==> config.mk <==
export PLATFORM = sky130hd
export DESIGN_NAME = if_prefetch_flat
export DESIGN_NICKNAME = d
export VERILOG_FILES = /design/src/rtl/if_prefetch_pkg.sv /design/src/rtl/if_prefetch_if.sv /design/src/rtl/if_prefetch_fifo.sv /design/src/rtl/if_prefetch.sv /design/src/flat_wrapper.sv
export SDC_FILE = /design/constraint.sdc
export NUM_CORES = 1
export LEC_CHECK = 0
export BUFFER_PORTS_ARGS = -buffer_cell sky130_fd_sc_hd__buf_2
export CAP_MARGIN = 20
export CORE_MARGIN = 2
export CORE_UTILIZATION = 60
export DETAILED_ROUTE_END_ITERATION = 10
export GPL_ROUTABILITY_DRIVEN = 1
export PLACE_DENSITY_LB_ADDON = 0.05
export SLEW_MARGIN = 20
export SYNTH_ARGS = -nofsm -noshare
export SYNTH_HDL_FRONTEND = slang
export SYNTH_SLANG_ARGS = --single-unit
==> constraint.sdc <==
create_clock -name clk -period 8.1 [get_ports clk]
set_clock_uncertainty 0.1 [all_clocks]
set_input_delay 1.215 -clock clk [delete_from_list [all_inputs] [get_ports clk]]
set_output_delay 1.215 -clock clk [all_outputs]
set_load 0.01 [all_outputs]
==> src/rtl/if_prefetch_pkg.sv <==
// Shared constants for the instruction-fetch prefetch unit.
//   RESET_VECTOR : first fetch word address after reset
//   ISA_NOP      : bubble encoding loaded into IF/ID when no instruction is valid
//   ENABLE/DISABLE, RESET_ENABLE/RESET_EDGE : readable names for control levels
package if_prefetch_pkg;
  localparam logic [29:0] RESET_VECTOR = 30'h0;
  localparam logic [31:0] ISA_NOP      = 32'h0000_0013;  // addi x0, x0, 0
  localparam logic        ENABLE       = 1'b1;
  localparam logic        DISABLE      = 1'b0;
  localparam logic        RESET_ENABLE = 1'b0;  // reset asserted when low
  localparam logic        RESET_EDGE   = 1'b0;  // reset acts on the falling edge
endpackage

==> src/rtl/if_prefetch_if.sv <==
// Bus bundle for if_prefetch: instruction-memory request/response, pipeline
// control (stall/flush/branch) and the IF/ID register outputs.
//   master : the fetch unit side
//   slave  : the environment (memory + ID stage + hazard control)
interface if_prefetch_if #(
  parameter int PC_W   = 30,
  parameter int INSN_W = 32
) ();
  logic              fetch_req;
  logic [PC_W-1:0]   fetch_addr;
  logic              fetch_ack;
  logic              rsp_valid;
  logic [INSN_W-1:0] rsp_insn;
  logic              stall;
  logic              flush;
  logic [PC_W-1:0]   new_pc;
  logic              br_taken;
  logic [PC_W-1:0]   br_addr;
  logic [PC_W-1:0]   if_pc;
  logic [INSN_W-1:0] if_insn;
  logic              if_en;

  modport master (
    output fetch_req, fetch_addr, if_pc, if_insn, if_en,
    input  fetch_ack, rsp_valid, rsp_insn, stall, flush, new_pc, br_taken, br_addr
  );
  modport slave (
    input  fetch_req, fetch_addr, if_pc, if_insn, if_en,
    output fetch_ack, rsp_valid, rsp_insn, stall, flush, new_pc, br_taken, br_addr
  );
endinterface

==> src/rtl/if_prefetch_fifo.sv <==
// if_fifo: DEPTH-entry synchronous FIFO holding {pc, insn} words.
//   push/din  : write one entry      pop/dout : head entry, advance on pop
//   clear     : drop all entries     full/empty/count : occupancy
// DEPTH must be a power of two so the pointers wrap on natural overflow.
module if_fifo #(
  parameter int W     = 62,
  parameter int DEPTH = 4,
  parameter int CNT_W = $clog2(DEPTH + 1)
) (
  input  logic             clk,
  input  logic             rst_n,
  input  logic             push,
  input  logic             pop,
  input  logic             clear,
  input  logic [W-1:0]     din,
  output logic [W-1:0]     dout,
  output logic             full,
  output logic             empty,
  output logic [CNT_W-1:0] count
);
  localparam int PTR_W = $clog2(DEPTH);

  logic [W-1:0]     mem_q [DEPTH];
  logic [PTR_W-1:0] wr_q, rd_q;
  logic [CNT_W-1:0] cnt_q;

  always_ff @(posedge clk or negedge rst_n) begin
    if (!rst_n) begin
      wr_q  <= '0;
      rd_q  <= '0;
      cnt_q <= '0;
    end else if (clear) begin
      wr_q  <= '0;
      rd_q  <= '0;
      cnt_q <= '0;
    end else begin
      if (push) wr_q <= wr_q + PTR_W'(1);
      if (pop)  rd_q <= rd_q + PTR_W'(1);
      cnt_q <= cnt_q + CNT_W'(push) - CNT_W'(pop);
    end
  end

  // Storage needs no reset; occupancy alone decides what is valid.
  always_ff @(posedge clk) begin
    if (push) mem_q[wr_q] <= din;
  end

  assign dout  = mem_q[rd_q];
  assign full  = (cnt_q == CNT_W'(DEPTH));
  assign empty = (cnt_q == '0);
  assign count = cnt_q;

  a_no_push_full: assert property (@(posedge clk) disable iff (!rst_n) !(push && full));
endmodule

==> src/rtl/if_prefetch.sv <==
// if_prefetch: fetch unit with a DEPTH-entry prefetch queue feeding IF/ID.
//   clk, reset (async, active low)
//   bus.master : fetch_req/fetch_addr/fetch_ack request side,
//                rsp_valid/rsp_insn in-order responses,
//                stall/flush/new_pc/br_taken/br_addr control,
//                if_pc/if_insn/if_en IF/ID register.
// Requests are credited so queued + in-flight never exceeds DEPTH; on a
// redirect the queue is cleared and every still-outstanding response is
// counted into drop_cnt and discarded on arrival.
module if_prefetch
  import if_prefetch_pkg::*;
#(
  parameter int                PC_W         = 30,
  parameter int                INSN_W       = 32,
  parameter int                DEPTH        = 4,
  parameter logic [PC_W-1:0]   RESET_VECTOR = PC_W'(if_prefetch_pkg::RESET_VECTOR),
  parameter logic [INSN_W-1:0] NOP_INSN     = INSN_W'(ISA_NOP)
) (
  input  logic          clk,
  input  logic          reset,
  if_prefetch_if.master bus
);
  localparam int CNT_W = $clog2(DEPTH + 1);
  localparam int W     = PC_W + INSN_W;

  logic [PC_W-1:0]   fetch_pc_q, fetch_pc_d, rsp_pc_q, rsp_pc_d, if_pc_q, if_pc_d, target;
  logic [INSN_W-1:0] if_insn_q, if_insn_d;
  logic              if_en_q, if_en_d;
  logic [CNT_W-1:0]  outst_q, outst_d, drop_q, drop_d, count;
  logic [CNT_W:0]    credit_used;
  logic              redirect, accept, keep, pop, full, empty;
  logic [W-1:0]      head;

  assign redirect    = bus.flush | bus.br_taken;
  assign target      = bus.flush ? bus.new_pc : bus.br_addr;
  assign credit_used = {1'b0, count} + {1'b0, outst_q};

  // Gated by reset so no request is presented while the unit is held.
  assign bus.fetch_req  = reset & (credit_used < (CNT_W+1)'(DEPTH)) & ~redirect;
  assign bus.fetch_addr = fetch_pc_q;
  assign accept         = bus.fetch_req & bus.fetch_ack;
  // A response in a redirect cycle belongs to the old stream and is dropped.
  assign keep           = bus.rsp_valid & (drop_q == '0) & ~redirect;
  assign pop            = ~redirect & ~bus.stall & ~empty;

  if_fifo #(.W(W), .DEPTH(DEPTH), .CNT_W(CNT_W)) u_fifo (
    .clk   (clk),
    .rst_n (reset),
    .push  (keep),
    .pop   (pop),
    .clear (redirect),
    .din   ({rsp_pc_q, bus.rsp_insn}),
    .dout  (head),
    .full  (full),
    .empty (empty),
    .count (count)
  );

  always_comb begin
    fetch_pc_d = fetch_pc_q;
    rsp_pc_d   = rsp_pc_q;
    outst_d    = outst_q + CNT_W'(accept) - CNT_W'(bus.rsp_valid);
    drop_d     = drop_q;
    if_pc_d    = if_pc_q;
    if_insn_d  = if_insn_q;
    if_en_d    = if_en_q;

    if (accept)                           fetch_pc_d = fetch_pc_q + PC_W'(1);
    if (keep)                             rsp_pc_d   = rsp_pc_q + PC_W'(1);
    if (bus.rsp_valid && drop_q != '0)    drop_d     = drop_q - CNT_W'(1);

    if (!bus.stall) begin
      if (!empty) begin
        {if_pc_d, if_insn_d} = head;
        if_en_d              = ENABLE;
      end else begin
        if_insn_d = NOP_INSN;
        if_en_d   = DISABLE;
      end
    end

    // Redirect overrides everything, stalled or not.
    if (redirect) begin
      fetch_pc_d = target;
      rsp_pc_d   = target;
      drop_d     = outst_d;
      if_pc_d    = target;
      if_insn_d  = NOP_INSN;
      if_en_d    = DISABLE;
    end
  end

  always_ff @(posedge clk or negedge reset) begin
    if (!reset) begin
      fetch_pc_q <= RESET_VECTOR;
      rsp_pc_q   <= RESET_VECTOR;
      outst_q    <= '0;
      drop_q     <= '0;
      if_pc_q    <= RESET_VECTOR;
      if_insn_q  <= NOP_INSN;
      if_en_q    <= DISABLE;
    end else begin
      fetch_pc_q <= fetch_pc_d;
      rsp_pc_q   <= rsp_pc_d;
      outst_q    <= outst_d;
      drop_q     <= drop_d;
      if_pc_q    <= if_pc_d;
      if_insn_q  <= if_insn_d;
      if_en_q    <= if_en_d;
    end
  end

  assign bus.if_pc   = if_pc_q;
  assign bus.if_insn = if_insn_q;
  assign bus.if_en   = if_en_q;

  a_keep_not_full: assert property (@(posedge clk) disable iff (!reset) !(keep && full));
endmodule
==> src/flat_wrapper.sv <==
// flat-port wrapper written by rule: the top's interface ports become plain ports
module if_prefetch_flat import if_prefetch_pkg::*;
#(
  parameter int                PC_W         = 30,
  parameter int                INSN_W       = 32,
  parameter int                DEPTH        = 4,
  parameter logic [PC_W-1:0]   RESET_VECTOR = PC_W'(if_prefetch_pkg::RESET_VECTOR),
  parameter logic [INSN_W-1:0] NOP_INSN     = INSN_W'(ISA_NOP)
)
  (clk, reset, bus_fetch_req, bus_fetch_addr, bus_if_pc, bus_if_insn, bus_if_en, bus_fetch_ack, bus_rsp_valid, bus_rsp_insn, bus_stall, bus_flush, bus_new_pc, bus_br_taken, bus_br_addr);
  if_prefetch_if #(.PC_W(PC_W), .INSN_W(INSN_W)) bus_i ();
  input  logic clk;
  input  logic reset;
  output wire logic [$bits(bus_i.fetch_req)-1:0] bus_fetch_req;
  output wire logic [$bits(bus_i.fetch_addr)-1:0] bus_fetch_addr;
  output wire logic [$bits(bus_i.if_pc)-1:0] bus_if_pc;
  output wire logic [$bits(bus_i.if_insn)-1:0] bus_if_insn;
  output wire logic [$bits(bus_i.if_en)-1:0] bus_if_en;
  input wire logic [$bits(bus_i.fetch_ack)-1:0] bus_fetch_ack;
  input wire logic [$bits(bus_i.rsp_valid)-1:0] bus_rsp_valid;
  input wire logic [$bits(bus_i.rsp_insn)-1:0] bus_rsp_insn;
  input wire logic [$bits(bus_i.stall)-1:0] bus_stall;
  input wire logic [$bits(bus_i.flush)-1:0] bus_flush;
  input wire logic [$bits(bus_i.new_pc)-1:0] bus_new_pc;
  input wire logic [$bits(bus_i.br_taken)-1:0] bus_br_taken;
  input wire logic [$bits(bus_i.br_addr)-1:0] bus_br_addr;
  assign bus_fetch_req = bus_i.fetch_req;
  assign bus_fetch_addr = bus_i.fetch_addr;
  assign bus_if_pc = bus_i.if_pc;
  assign bus_if_insn = bus_i.if_insn;
  assign bus_if_en = bus_i.if_en;
  assign bus_i.fetch_ack = bus_fetch_ack;
  assign bus_i.rsp_valid = bus_rsp_valid;
  assign bus_i.rsp_insn = bus_rsp_insn;
  assign bus_i.stall = bus_stall;
  assign bus_i.flush = bus_flush;
  assign bus_i.new_pc = bus_new_pc;
  assign bus_i.br_taken = bus_br_taken;
  assign bus_i.br_addr = bus_br_addr;
  if_prefetch #(.PC_W(PC_W), .INSN_W(INSN_W), .DEPTH(DEPTH), .RESET_VECTOR(RESET_VECTOR), .NOP_INSN(NOP_INSN)) u_core (.clk(clk), .reset(reset), .bus(bus_i));
endmodule
After elaboration in Yosys (flattened, before gate mapping)
Memory sizes are Yosys's and may differ from the RTL's.
Index checks and enable logic that the tools add are counted.

word-level totals
  bits in registers = 136
  RAM bits = 248
  output and inout bits = 94
  word-level logic and storage cells = 67
  memories kept = 1

operators by class
  $add $sub $neg = 10
  magnitude comparators = 1
  equal/unequal tests = 2
  muxes and demuxes = 23
  bitwise logic cells = 11
  reduce and logical (&&, ||, !) cells = 9

memories
  memory               words  bits a word  rd ports  clocked after memory_dff  wr ports  RTL line                source
  u_core.u_fifo.mem_q  4      62           1         0                         1         if_prefetch_fifo.sv:23  logic [W-1:0] mem_q [DEPTH];

operators by type and width
  operator                 count
  $mux W30                 8
  $mux W32                 3
  $add A30 B1 Y30 const B  2
  $mux W3                  3
  $mux W2                  4
  $reduce_bool A2 Y1       4
  $and A1 B1 Y1            7
  $add A3 B1 Y3            2
  $logic_not A3 Y1         2
  $sub A3 B1 Y3            2
  $mux W1                  5
  $add A2 B1 Y2 const B    2
  $add A3 B3 Y4            1
  $lt A4 B3 Y1 const B     1
  $ne A2 B1 Y1 const B     2
  $not A1 Y1               3
  $reduce_bool A3 Y1       1
  $sub A3 B1 Y3 const B    1
  $reduce_and A2 Y1        1
  $logic_and A1 B1 Y1      1
  $or A1 B1 Y1             1

Depth between registers and ports, before layout
Gate-level depths: netlist (run 1).

  depth after elaboration = 8
  depth in mapped cells = 14
  depth with buffers taken out = 12

Modules after synthesis
From an unflattened synthesis (run 1), not the netlist that was laid out.

unflattened totals
  cells, all modules = 1100
  area total of the unflattened synthesis = 16165.5 um^2

by module, submodules not included
  module       times used  cells an instance  area each (um^2)  sequential area each (um^2)
  if_fifo      1           362                9377.7            7622.3
  if_prefetch  1           738                6787.8            3231.8

Least setup slack after synthesis (run 1)
OpenSTA, ideal clock, no wires.

  path type = in2reg
  start = in bus_flush
  end = mem u_core.u_fifo.mem_q[0][0] (enable)
  arrival = 3.442 ns
  path slack = 4.131 ns
  cell stages on the path = 5
  path buffers = 3
  cells stage by stage = buf_2 > nor2_1 > buf_2 > clkbuf_1 > and3_1

between the ends
  word-level cells in the longest chain between the ends = 5

RTL lines
  item                           RTL line                source
  from (decl)                    flat_wrapper.sv:23      input wire logic [$bits(bus_i.flush)-1:0] bus_flush;
  $or A1 B1 Y1                   if_prefetch.sv:34       assign redirect = bus.flush | bus.br_taken;
  $not A1 Y1                     if_prefetch.sv:43       assign keep = bus.rsp_valid & (drop_q == '0) & ~redirect;
  $and A1 B1 Y1                  if_prefetch.sv:43
  $mux W1                        if_prefetch_fifo.sv:45  if (push) mem_q[wr_q] <= din;
  $mux W1 (not written as such)  if_prefetch_fifo.sv:45
  to (decl)                      if_prefetch_fifo.sv:23

No other way between the ends.

Worst setup path after layout (run 1)
  start = in bus_flush
  end = reg u_core.u_fifo.cnt_q[2] (netlist: u_core.u_fifo.count[2])

between the ends
  word-level cells in the longest chain between the ends = 6
  elaborated cells on any way between the ends = 8
  those cells by class = add/sub: 2; mux: 1; bitwise: 5

RTL lines
  item                                                   RTL line                                   source
  $or A1 B1 Y1 *                                         if_prefetch.sv:34
  $not A1 Y1                                             if_prefetch.sv:43, if_prefetch.sv:44
  $and A1 B1 Y1, on equally long branches                if_prefetch.sv:43, if_prefetch.sv:44
  $add A3 B1 Y3 / $and A1 B1 Y1 (equally long branches)  if_prefetch_fifo.sv:39, if_prefetch.sv:44
  $sub A3 B1 Y3                                          if_prefetch_fifo.sv:39                     cnt_q <= cnt_q + CNT_W'(push) - CNT_W'(pop);
  $mux W3 *                                              if_prefetch_fifo.sv:32                     end else if (clear) begin
  to (signal assigned)                                   if_prefetch_fifo.sv:39
  to (decl)                                              if_prefetch_fifo.sv:25                     logic [CNT_W-1:0] cnt_q;

Mark *: on every way between the ends. The rest lies on a longest branch, timed or not.
A chain may end at the register's enable or synchronous reset.

==> results of run 1 <==
cell usage after synthesis (7+ instances only):
library cell / count / share of area, %
mux4_2: 62 / 8.7
nand4_1: 9 / 0.35
o22a_1: 10 / 0.55
a21oi_1: 92 / 2.9
buf_2: 22 / 0.69
nand3_1: 29 / 0.91
and3_1: 13 / 0.51
o21ai_0: 58 / 1.8
dfrtp_1: 133 / 21
o31ai_1: 7 / 0.33
a31oi_1: 10 / 0.39
a2bb2oi_1: 9 / 0.49
nor3_1: 10 / 0.31
ha_1: 14 / 1.1
clkbuf_1: 28 / 0.66
a211oi_1: 7 / 0.33
a22oi_1: 26 / 1.2
inv_1: 19 / 0.45
nor2_1: 69 / 1.6
and2_1: 7 / 0.27
a22o_1: 40 / 2.2
nand2_1: 64 / 1.5
edfxtp_1: 248 / 46
stage by stage:
| step | hold WS [ns] | worst slack, ns | total power [uW] | utilization (%) | std cells |
|---|---|---|---|---|---|
| floorplan | 0.369 | 4.13 | 2520 | - | 1080 |
| global placement | 0.354 | 3.59 | 2690 | 66.1 | 1562 |
| detailed placement | 0.363 | 3.52 | 2700 | 66.1 | 1562 |
| CTS | 0.375 | 4.07 | 4460 | 70.9 | 1633 |
| global route | 0.395 | 3.84 | 4590 | 70.9 | 1633 |
| finish | 0.374 | 4.05 | 4430 | 70.9 | 1633 |
worst max path at each step:
stage                    from                   endpoint  slack, ns  cells past startpoint
floorplan           bus_flush  u_core.u_fifo.mem_q[0][0]       4.13                      5
global placement    bus_flush     u_core.u_fifo.count[2]       3.59                     12
detailed placement  bus_flush     u_core.u_fifo.count[2]       3.52                     12
global route        bus_flush     u_core.u_fifo.count[2]       3.84                     12
finish              bus_flush     u_core.u_fifo.count[2]       4.05                     12
CTS                 bus_flush     u_core.u_fifo.count[2]       4.07                     12
kinds of logic after synthesis:
family | count (synthesis) | share of synthesized area (%)
flops | 384 | 67.7
compound gates | 291 | 11.9
simple gates | 237 | 7.51
buf+inv | 79 | 2.16
mux | 62 | 8.71
fa+ha+maj | 16 | 1.34
xor+xnor | 11 | 0.601
final cells by class:
cell class              instances  area, um2
inverters                      20       75.1
clock buffers                  51       1040
fillers                      1796       7610
clock inverters                20        213
repair buffers                206       1070
multi-input cells             617       4840
flip-flops and latches        384      10900
well taps                     335        419
flip-flops by register name, summed over array words and instances, names as in the netlist:
register and flops:
u_core.bus.fetch_addr 30, u_core.bus.if_en 1, u_core.bus.if_insn 32, u_core.bus.if_pc 30
u_core.drop_q 3, u_core.outst_q 3, u_core.rsp_pc_q 30, u_core.u_fifo.count 3
u_core.u_fifo.mem_q 248, u_core.u_fifo.rd_q 2, u_core.u_fifo.wr_q 2
metal layers:
layer / global-route usage (%) / routed length [um]
met5: 0 / 0
met4: 8.88 / 976
met3: 5.18 / 2770
met2: 42.3 / 18300
met1: 38.9 / 15600
power by group through the flow:
stage | clock, uW | sequential (uW) | combinational (uW)
floorplan | 0 | 2310 | 215
global placement | 0 | 2320 | 370
detailed placement | 0 | 2320 | 376
CTS | 1800 | 2280 | 379
global route | 1870 | 2300 | 422
finish | 1770 | 2290 | 377
==> run summary, run 1 <==
Status = finished, violations left
Failing checks = design-rule violations
Relative slew margins = 30.6%
# setup viols final = 0
Routed Antenna Nets = 0
Sequential share of power = 51.6%
Worst R2R Start = u_core.u_fifo.count[2]
Largest net degree at the start of global routing = 72
Int Power = 3380 uW
Initial DRC Count = 1271
Synth cell types = 70
Post-Syn Area = 16000 um2
Mapped Cells = 1080
Slew @ Worst Pin = 1.04 ns
Drt via density = 6.39
Worst R2R End = u_core.drop_q[2]
CTS tree = yes
Post-DP HPWL = 23200 um
Clock Latency Late Sink = 0.53 ns
Final min period = 4.05 ns
GRT Overall Usage = 27.0%
Worst Hold End = u_core.bus.if_en
Synth async-reset ratio = 35.4%
Drt pass-1 iters = 11
Pwr/cell area = 239 nW/um2
DP Area = 17300 um2
DRC viols = 6
Commonest non-fill, non-tap cell in the layout = edfxtp_1
RSZ-0062 raised after global routing = no
Crit Path Category = input port to register
Crit-path max cell delay = 0.92 ns
Core ar. = 26100 um2
Worst-path clk slew = 0.06 ns
Crit path max-delay family = simple AND/OR/NAND/NOR gates
Post-CTS sizing = 0
CP Capture Type = register
Power share of the combinational group = 8.5%
Antenna cells = 0
Setup Buffers After CTS = 0
MaxCap Viol Count = 0
Commonest non-fill, non-tap cells in the layout = 248 x edfxtp_1, 191 x buf_2, 131 x dfrtp_1, 92 x a21oi_1, 67 x nor2_1
Hold Vio Cnt, Final = 0
CP Data Arrival Time = 4.32 ns
Setup TNS = 0 ns
Sw power = 1050 uW
VDD IR max = 0.177 mV
Die Wd = 167 um
Root Buffer = clkbuf_16
Initial core utilization = 61.3%
Worst-path fanout max = 47
Yosys warns = 0
Die Height = 167 um
Switching share of total power = 23.7%
Row cnt = 59
Layout Area Growth over Synthesis = 15.6%
Element type at the critical path start = input port
CTS H-tree depth = 2
WL/cell = 23.1 um
Slowest cell on the critical path = or2_2
Min-Delay Path Class = register to register
Required time of the critical path = 8.37 ns
Seq/Total Area, Yosys = 67.7%
Global placer's final weighted congestion = 0.880
Leakage power = 0.00712 uW
Num CTS Buffers = 39
Final WL = 37700 um
Synth Register Bits = 384
CTS Buffer Depth = 3
Reg2reg setup slack = 4.93 ns
Vias post-DR = 10400
Worst R2R Path Depth = 11
I/O Buffers = 192
Max-slew violations = 0
WHS Path Cells = 1
Hold_buf cts = 0
Grt ovf = 0
Crit path cell chain = buf_2 -> or2_2 -> nor2_2 -> buf_4 -> ha_1 -> inv_1 -> ha_1 -> inv_1 -> fa_1 -> xor2_1 -> xnor2_1 -> nor2_1
I/O pin count = 193
Part of the power in the clock network = 39.9%
Top_reg_cell synth = edfxtp_1
Layout cell share with drive strength beyond 1 = 27.5%
Hold path start = u_core.bus.if_en
Initial antenna violation count = 0
Syn Nets = 1195
Clock Sinks = 384
Final instance area = 18500 um2
Post-synth EDFFs = 248
Fmax = 247 MHz
Number of global-route vias before repair = 10200
First-pass GRT wire length = 58300 um
Die Area = 28000 um2
Synth Area per Inst = 14.8 um2
Tcrit/Tclk final = 50.0%
Fin nets = 1383
Buf/Inv on CP = 4
Power figures use the tool's default switching activity.
==> run 2: changes to the inputs <==
--- a/config.mk
+++ b/config.mk
@@ -5,10 +5,11 @@
 export SDC_FILE = /design/constraint.sdc
 export NUM_CORES = 1
 export LEC_CHECK = 0
+export ABC_AREA = 1
 export BUFFER_PORTS_ARGS = -buffer_cell sky130_fd_sc_hd__buf_2
 export CAP_MARGIN = 20
 export CORE_MARGIN = 2
-export CORE_UTILIZATION = 60
+export CORE_UTILIZATION = 59
 export DETAILED_ROUTE_END_ITERATION = 10
 export GPL_ROUTABILITY_DRIVEN = 1
 export PLACE_DENSITY_LB_ADDON = 0.05
==> constraint.sdc (replaced) <==
create_clock -name clk -period 3.87 [get_ports clk]
set_clock_uncertainty 0.1 [all_clocks]
set_input_delay 0.5805 -clock clk [delete_from_list [all_inputs] [get_ports clk]]
set_output_delay 0.5805 -clock clk [all_outputs]
set_load 0.01 [all_outputs]
==> run 2 against run 1 <==
The flow now finishes without violations. Utilization fell by 2.1 points. Cell area rose by 6.7%. Synthesized cell count rose by 62%. Largest power group unchanged.
==> run summary, run 2 <==
Vias post-DR = 13500 (was 10400)
Crit-path max cell delay = 0.55 ns (was 0.92 ns)
Power share of the combinational group = 11.1% (was 8.5%)
I/O pin count = 193 (unchanged)
Drt pass-1 iters = 7 (was 11)
Crit path max-delay family = buffers and inverters (was simple AND/OR/NAND/NOR gates)
DP Area = 18500 um2 (was 17300 um2)
MaxCap Viol Count = 0 (unchanged)
Die Area = 30500 um2 (was 28000 um2)
Leakage power = 0.00821 uW (was 0.00712 uW)
Count leader, synth = nand2_1 (was edfxtp_1)
Post-synth EDFFs = 248 (unchanged)
Worst-path clk slew = 0.06 ns (about the same)
DRC viols = 0 (was 6)
Commonest non-fill, non-tap cells in the layout = 389 x nand2_1, 297 x nor2_1, 248 x edfxtp_1, 191 x buf_2, 134 x nand3_1 (was 248 x edfxtp_1, 191 x buf_2, 131 x dfrtp_1, 92 x a21oi_1, 67 x nor2_1)
Synth async-reset ratio = 35.4% (unchanged)
CP Capture Type = register (unchanged)
Synth cell types = 43 (was 70)
Num CTS Buffers = 40 (was 39)
Relative slew margins = 34.0% (was 30.6%)
Min-Delay Path Class = input port to register (was register to register)
Element type at the critical path start = input port (unchanged)
Initial antenna violation count = 1 (was 0)
CTS tree = yes (unchanged)
Initial core utilization = 59.8% (was 61.3%)
First-pass GRT wire length = 69600 um (was 58300 um)
Yosys warns = 0 (unchanged)
Die Wd = 175 um (was 167 um)
Global placer's final weighted congestion = 0.946 (was 0.880)
Crit path launch = reset (was bus_flush)
Drt via density = 5.75 (was 6.39)
PnR worst setup slack = 1.06 ns (was 4.05 ns)
Hold Vio Cnt, Final = 0 (unchanged)
Clock Sinks = 384 (unchanged)
Sequential share of power = 50.2% (was 51.6%)
Final WL = 44300 um (was 37700 um)
Final core utilization = 68.8% (was 70.9%)
Hold path start = bus_rsp_insn[9] (was u_core.bus.if_en)
Smallest hold slack = 0.160 ns (was 0.374 ns)
Syn Nets = 1863 (was 1195)
# setup viols final = 0 (unchanged)
Part of the power in the clock network = 38.7% (was 39.9%)
Top-area cell type share of the netlist area = 43.4% (was 46.5%)
CTS Buffer Depth = 3 (unchanged)
Final instance area = 19800 um2 (was 18500 um2)
Yosys top cell by area = edfxtp_1 (unchanged)
Cell repeated most along the worst path = inv_1
Max reg flops = 248 (unchanged)
Int Power = 7250 uW (was 3380 uW)
CP Data Arrival Time = 3.11 ns (was 4.32 ns)
Number of global-route vias before repair = 12800 (was 10200)
Top post-synthesis cells by area = edfxtp_1 43%, dfrtp_1 19%, nand2_1 8.5%, nor2_1 6.6%, nand3_1 3.9% (was edfxtp_1 46%, dfrtp_1 21%, mux4_2 8.7%, a21oi_1 2.9%, a22o_1 2.2%)
Post-CTS sizing = 0 (unchanged)
Largest reg by FF count = u_core.u_fifo.mem_q (unchanged)
Setup Buffers After CTS = 0 (unchanged)
Core ar. = 28700 um2 (was 26100 um2)
Largest net degree at the start of global routing = 73 (was 72)
Max-slew violations = 0 (unchanged)
Reg2reg setup slack = 1.07 ns (was 4.93 ns)
Worst-path fanout max = 29 (was 47)
Root Buffer = clkbuf_16 (unchanged)
Buf/Inv on CP = 5 (was 4)
Layout Area Growth over Synthesis = 15.2% (was 15.6%)
Place WS = 0.847 ns (was 3.52 ns)
Routed Antenna Nets = 0 (unchanged)
Clock Latency Late Sink = 0.53 ns (about the same)
GRT Overall Usage = 29.2% (was 27.0%)
RSZ-0062 raised after global routing = no (unchanged)
Fin nets = 2044 (was 1383)
Synth Area per Inst = 9.81 um2 (was 14.8 um2)
Die Height = 175 um (was 167 um)
Worst R2R Start = u_core.drop_q[0] (was u_core.u_fifo.count[2])
Crit path cell chain = dlygate4sd3_1 -> buf_6 -> nand3_2 -> nor2_4 -> nand2_2 -> inv_1 -> ha_1 -> inv_1 -> fa_1 -> inv_1 -> o211ai_1 -> o21ai_0 (was buf_2 -> or2_2 -> nor2_2 -> buf_4 -> ha_1 -> inv_1 -> ha_1 -> inv_1 -> fa_1 -> xor2_1 -> xnor2_1 -> nor2_1)
Antenna cells = 0 (unchanged)
Tcrit/Tclk final = 72.6%
I/O Buffers = 192 (unchanged)
Layout cell share with drive strength beyond 1 = 15.3% (was 27.5%)
Row cnt = 62 (was 59)
Slew @ Worst Pin = 0.979 ns (was 1.04 ns)
Seq/Total Area, Yosys = 63.3% (was 67.7%)
Post-Syn Area = 17200 um2 (was 16000 um2)
Initial DRC Count = 1548 (was 1271)
Required time of the critical path = 4.17 ns (was 8.37 ns)
Final min period = 2.81 ns
CTS H-tree depth = 2 (unchanged)
Status = complete, no violations (was finished, violations left)
WL/cell = 18.9 um (was 23.1 um)
Hold_buf cts = 1 (was 0)
Post-synth top cells = 390 x nand2_1, 302 x nor2_1, 248 x edfxtp_1 (was 248 x edfxtp_1, 133 x dfrtp_1, 92 x a21oi_1)
Synth Register Bits = 384 (unchanged)
Crit Path Category = input port to register (unchanged)
Sw power = 2510 uW (was 1050 uW)
Post-DP HPWL = 28700 um (was 23200 um)
Pwr/cell area = 494 nW/um2 (was 239 nW/um2)
Mapped Cells = 1748 (was 1080)
Grt ovf = 0 (unchanged)
Commonest non-fill, non-tap cell in the layout = nand2_1 (was edfxtp_1)
VDD IR max = 0.436 mV (was 0.177 mV)
Fmax = 356 MHz
Switching share of total power = 25.7% (was 23.7%)
Slowest cell on the critical path = dlygate4sd3_1 (was or2_2)
Top_reg_cell synth = edfxtp_1 (unchanged)
## run 2: changes by cell type in the layout (fill, tap and decap cells not counted), sizes merged, moves of 13 or more
cell / change
o21ai: +48
a22oi: -25
nor2: +236
nand2: +327
o22ai: +29
and3: -13
nand3: +104
a21oi: -48
inv: +90
mux4: -62
buf: +15
a31oi: +29
## run 2: final timing paths
kind | endpoint | depth (start not counted)
setup / recovery | u_core.drop_q[1] | 12
hold / removal | u_core.u_fifo.mem_q[3][9] | 1
setup reg to reg | u_core.u_fifo.count[2] | 13
hold reg to reg | u_core.bus.if_insn[17] | 1
max in group asynchronous | u_core.u_fifo.rd_q[0] | 3
min in group asynchronous | u_core.bus.if_insn[29] | 2
## run 2: layer usage
layer	up-vias	track usage, %	share of wire (%)
li1	6318	-	-
met1	6487	43.0	44
met2	561	45.6	46
met3	100	4.70	7.8
met4	2	8.23	2.7
met5	-	0	0.029
## run 2: layout make-up
cell class,instances,area (um2)
fill,2255,8950
clock buffer,61,1140
multi-input combinational,1169,5520
timing repair buffer,222,1190
sequential,384,10900
clock inverter,10,139
inverter,112,422
tap,384,480
## run 2: power by group through the flow
stage	combinational (uW)	sequential, uW	clock, uW
2_1_floorplan	642	4920	0
3_3_place_gp	1050	4970	0
3_5_place_dp	1070	4970	0
4_1_cts	1080	4890	3820
5_1_grt	1220	4930	3980
6_report	1080	4900	3780
## run 2: kinds of logic (layout without fill, tap and decap cells)
group,Yosys count,after routing,share of synthesized area (%)
AO/OA/AOI/OAI,274,274,9.53
XOR/XNOR,11,11,0.562
adder cells (fa/ha/maj),16,16,1.25
buffers and inverters,195,405,4.74
flip-flops,384,384,63.3
AND/OR/NAND/NOR,868,868,20.6
## run 2: metrics by stage
step / power (uW) / std cells / TNS (ns)
detailed placement: 6050 / 2270 / 0
finish: 9760 / 2342 / 0
CTS: 9790 / 2342 / 0
floorplan: 5570 / 1748 / -143.63
global placement: 6020 / 2270 / 0
global route: 10100 / 2342 / 0
==> run 3: changes to the inputs <==
--- a/config.mk
+++ b/config.mk
@@ -9,7 +9,7 @@
 export BUFFER_PORTS_ARGS = -buffer_cell sky130_fd_sc_hd__buf_2
 export CAP_MARGIN = 20
 export CORE_MARGIN = 2
-export CORE_UTILIZATION = 59
+export CORE_UTILIZATION = 53
 export DETAILED_ROUTE_END_ITERATION = 10
 export GPL_ROUTABILITY_DRIVEN = 1
 export PLACE_DENSITY_LB_ADDON = 0.05
==> constraint.sdc (replaced) <==
create_clock -name clk -period 2.55 [get_ports clk]
set_clock_uncertainty 0.1 [all_clocks]
set_input_delay 0.3825 -clock clk [delete_from_list [all_inputs] [get_ports clk]]
set_output_delay 0.3825 -clock clk [all_outputs]
set_load 0.01 [all_outputs]
==> run 3 against run 2 <==
Clock power up 60%. Utilization down 4.1 points. Wire length up 0.92%. Critical path type is now register to register. Highest routed layer is now met4.
==> run summary, run 3 (synthesis gave the netlist of run 2 again) <==
CP Data Arrival Time = 2.71 ns (was 3.11 ns)
Relative slew margins = 56.4% (was 34.0%)
VDD IR max = 0.605 mV (was 0.436 mV)
Hold Vio Cnt, Final = 0 (unchanged)
RSZ-0062 raised after global routing = no (unchanged)
Final WL = 44700 um (was 44300 um)
Clock Sinks = 384 (unchanged)
I/O Buffers = 192 (unchanged)
Reg area = 10900 um2 (unchanged)
Vias post-DR = 13400 (was 13500)
Grt ovf = 0 (unchanged)
Post-CTS sizing = 0 (unchanged)
Drt pass-1 iters = 7 (unchanged)
Crit path capture = u_core.u_fifo.count[2] (was u_core.drop_q[1])
First-pass GRT wire length = 69800 um (was 69600 um)
Min-Delay Path Class = input port to register (unchanged)
Final core utilization = 64.8% (was 68.8%)
Largest net degree at the start of global routing = 125 (was 73)
Core ar. = 31700 um2 (was 28700 um2)
Layout cell share with drive strength beyond 1 = 16.7% (was 15.3%)
Element type at the critical path start = register (was input port)
Largest reg by FF count = u_core.u_fifo.mem_q (unchanged)
CTS H-tree depth = 2 (unchanged)
DRC viols = 0 (unchanged)
Post-DP HPWL = 28800 um (was 28700 um)
Worst-path clk slew = 0.06 ns (about the same)
MaxCap Viol Count = 0 (unchanged)
Drt via density = 5.53 (was 5.75)
Worst R2R Start = u_core.drop_q[0] (unchanged)
Antenna cells = 0 (unchanged)
Leakage power = 0.00856 uW (was 0.00821 uW)
Global placer's final weighted congestion = 0.919 (was 0.946)
Max-slew violations = 0 (unchanged)
CP Capture Type = register (unchanged)
Setup Buffers After CTS = 0 (unchanged)
Initial antenna violation count = 0 (was 1)
WL/cell = 18.5 um (was 18.9 um)
Die Wd = 184 um (was 175 um)
Row cnt = 65 (was 62)
Clock Latency Late Sink = 0.54 ns (was 0.53 ns)
Worst-path fanout max = 4 (was 29)
CTS Buffer Depth = 3 (unchanged)
Routed Antenna Nets = 0 (unchanged)
Crit Path Category = register to register (was input port to register)
# setup viols final = 0 (unchanged)
Required time of the critical path = 2.90 ns (was 4.17 ns)
GRT Overall Usage = 26.7% (was 29.2%)
Tcrit/Tclk final = 92.5%
Hold_buf cts = 33 (was 1)
Reg2reg setup slack = 0.19 ns (was 1.07 ns)
Root Buffer = clkbuf_16 (unchanged)
Num CTS Buffers = 42 (was 40)
Setup TNS = 0 ns (unchanged)
Final min period = 2.36 ns
Max reg flops = 248 (unchanged)
Commonest non-fill, non-tap cells in the layout = 389 x nand2_1, 296 x nor2_1, 248 x edfxtp_1, 191 x buf_2, 133 x nand3_1 (was 389 x nand2_1, 297 x nor2_1, 248 x edfxtp_1, 191 x buf_2, 134 x nand3_1)
Die Area = 33800 um2 (was 30500 um2)
Fill cell count = 2582 (was 2255)
Number of global-route vias before repair = 12800 (about the same)
CTS tree = yes (unchanged)
Initial core utilization = 54.1% (was 59.8%)
Worst R2R Path Depth = 12 (was 13)
Pwr/cell area = 740 nW/um2 (was 494 nW/um2)
Initial DRC Count = 1316 (was 1548)
Worst R2R End = u_core.u_fifo.count[2] (unchanged)
Status = complete, no violations (unchanged)
Commonest non-fill, non-tap cell in the layout = nand2_1 (unchanged)
Layout Area Growth over Synthesis = 19.8% (was 15.2%)
I/O pin count = 193 (unchanged)
Fmax = 424 MHz
Multi-input gate area = 5530 um2 (was 5520 um2)
Fin nets = 2102 (was 2044)
Slew @ Worst Pin = 0.647 ns (was 0.979 ns)
Die Height = 184 um (was 175 um)
Crit path launch = u_core.drop_q[0] (was reset)
==> run 3: critical path, cell delays in order, from the launching register on <==
cell	delay [ns]
dfrtp_1	0.38
inv_1	0.09
ha_1	0.20
nand3_2	0.10
nor2_2	0.17
inv_2	0.05
ha_1	0.26
inv_1	0.06
ha_1	0.14
inv_1	0.05
fa_1	0.37
and3_1	0.18
nor3_1	0.12
==> run 3: worst min-delay path by stage <==
stage | startpoint | endpoint | slack, ns | cells past startpoint
global route | bus_new_pc[16] | u_core.bus.fetch_addr[16] | 0.17 | 5
global placement | u_core.bus.if_insn[9] | u_core.bus.if_insn[9] | 0.38 | 1
detailed placement | u_core.bus.if_insn[8] | u_core.bus.if_insn[8] | 0.39 | 1
floorplan | reset | u_core.bus.fetch_addr[0] | -0.01 | 0
CTS | bus_new_pc[16] | u_core.bus.fetch_addr[16] | 0.13 | 5
finish | bus_new_pc[13] | u_core.bus.if_pc[13] | 0.16 | 3
==> run 3: area by class of cell <==
| cell class | count | share of cell area, % |
|---|---|---|
| repair buffers | 278 | 8.98 |
| well taps | 402 | 2.45 |
| clock buffers | 62 | 5.88 |
| flip-flops and latches | 384 | 52.9 |
| clock inverters | 16 | 0.865 |
| multi-input cells | 1169 | 26.9 |
| inverters | 112 | 2.05 |
==> run 3: where the power goes <==
part           internal [uW]  total (uW)  switching, uW
registers               7030        7420            393
clock network           3610        6030           2430
logic                    659        1750           1090
total                  11300       15200           3910
==> run 3: per-stage QoR <==
stage	std cells	total power (uW)	setup slack (ns)	hold slack [ns]	cell area, um2
6_report	2423	15200	0.192	0.162	20500
4_1_cts	2423	15300	0.186	0.132	20500
5_1_grt	2423	15800	0.0108	0.167	20500
2_1_floorplan	1748	8450	0.0173	-0.0131	17200
3_5_place_dp	2312	9240	0.165	0.388	18800
3_3_place_gp	2312	9190	0.195	0.383	18800
==> run 3: routing by layer <==
layer | part of all wire, % | global-route usage (%) | vias to the layer above
li1 | - | - | 6443
met1 | 45 | 38.8 | 6418
met2 | 46 | 42.6 | 465
met3 | 6.8 | 4.02 | 66
met4 | 1.8 | 6.59 | 0
met5 | 0 | 0 | -
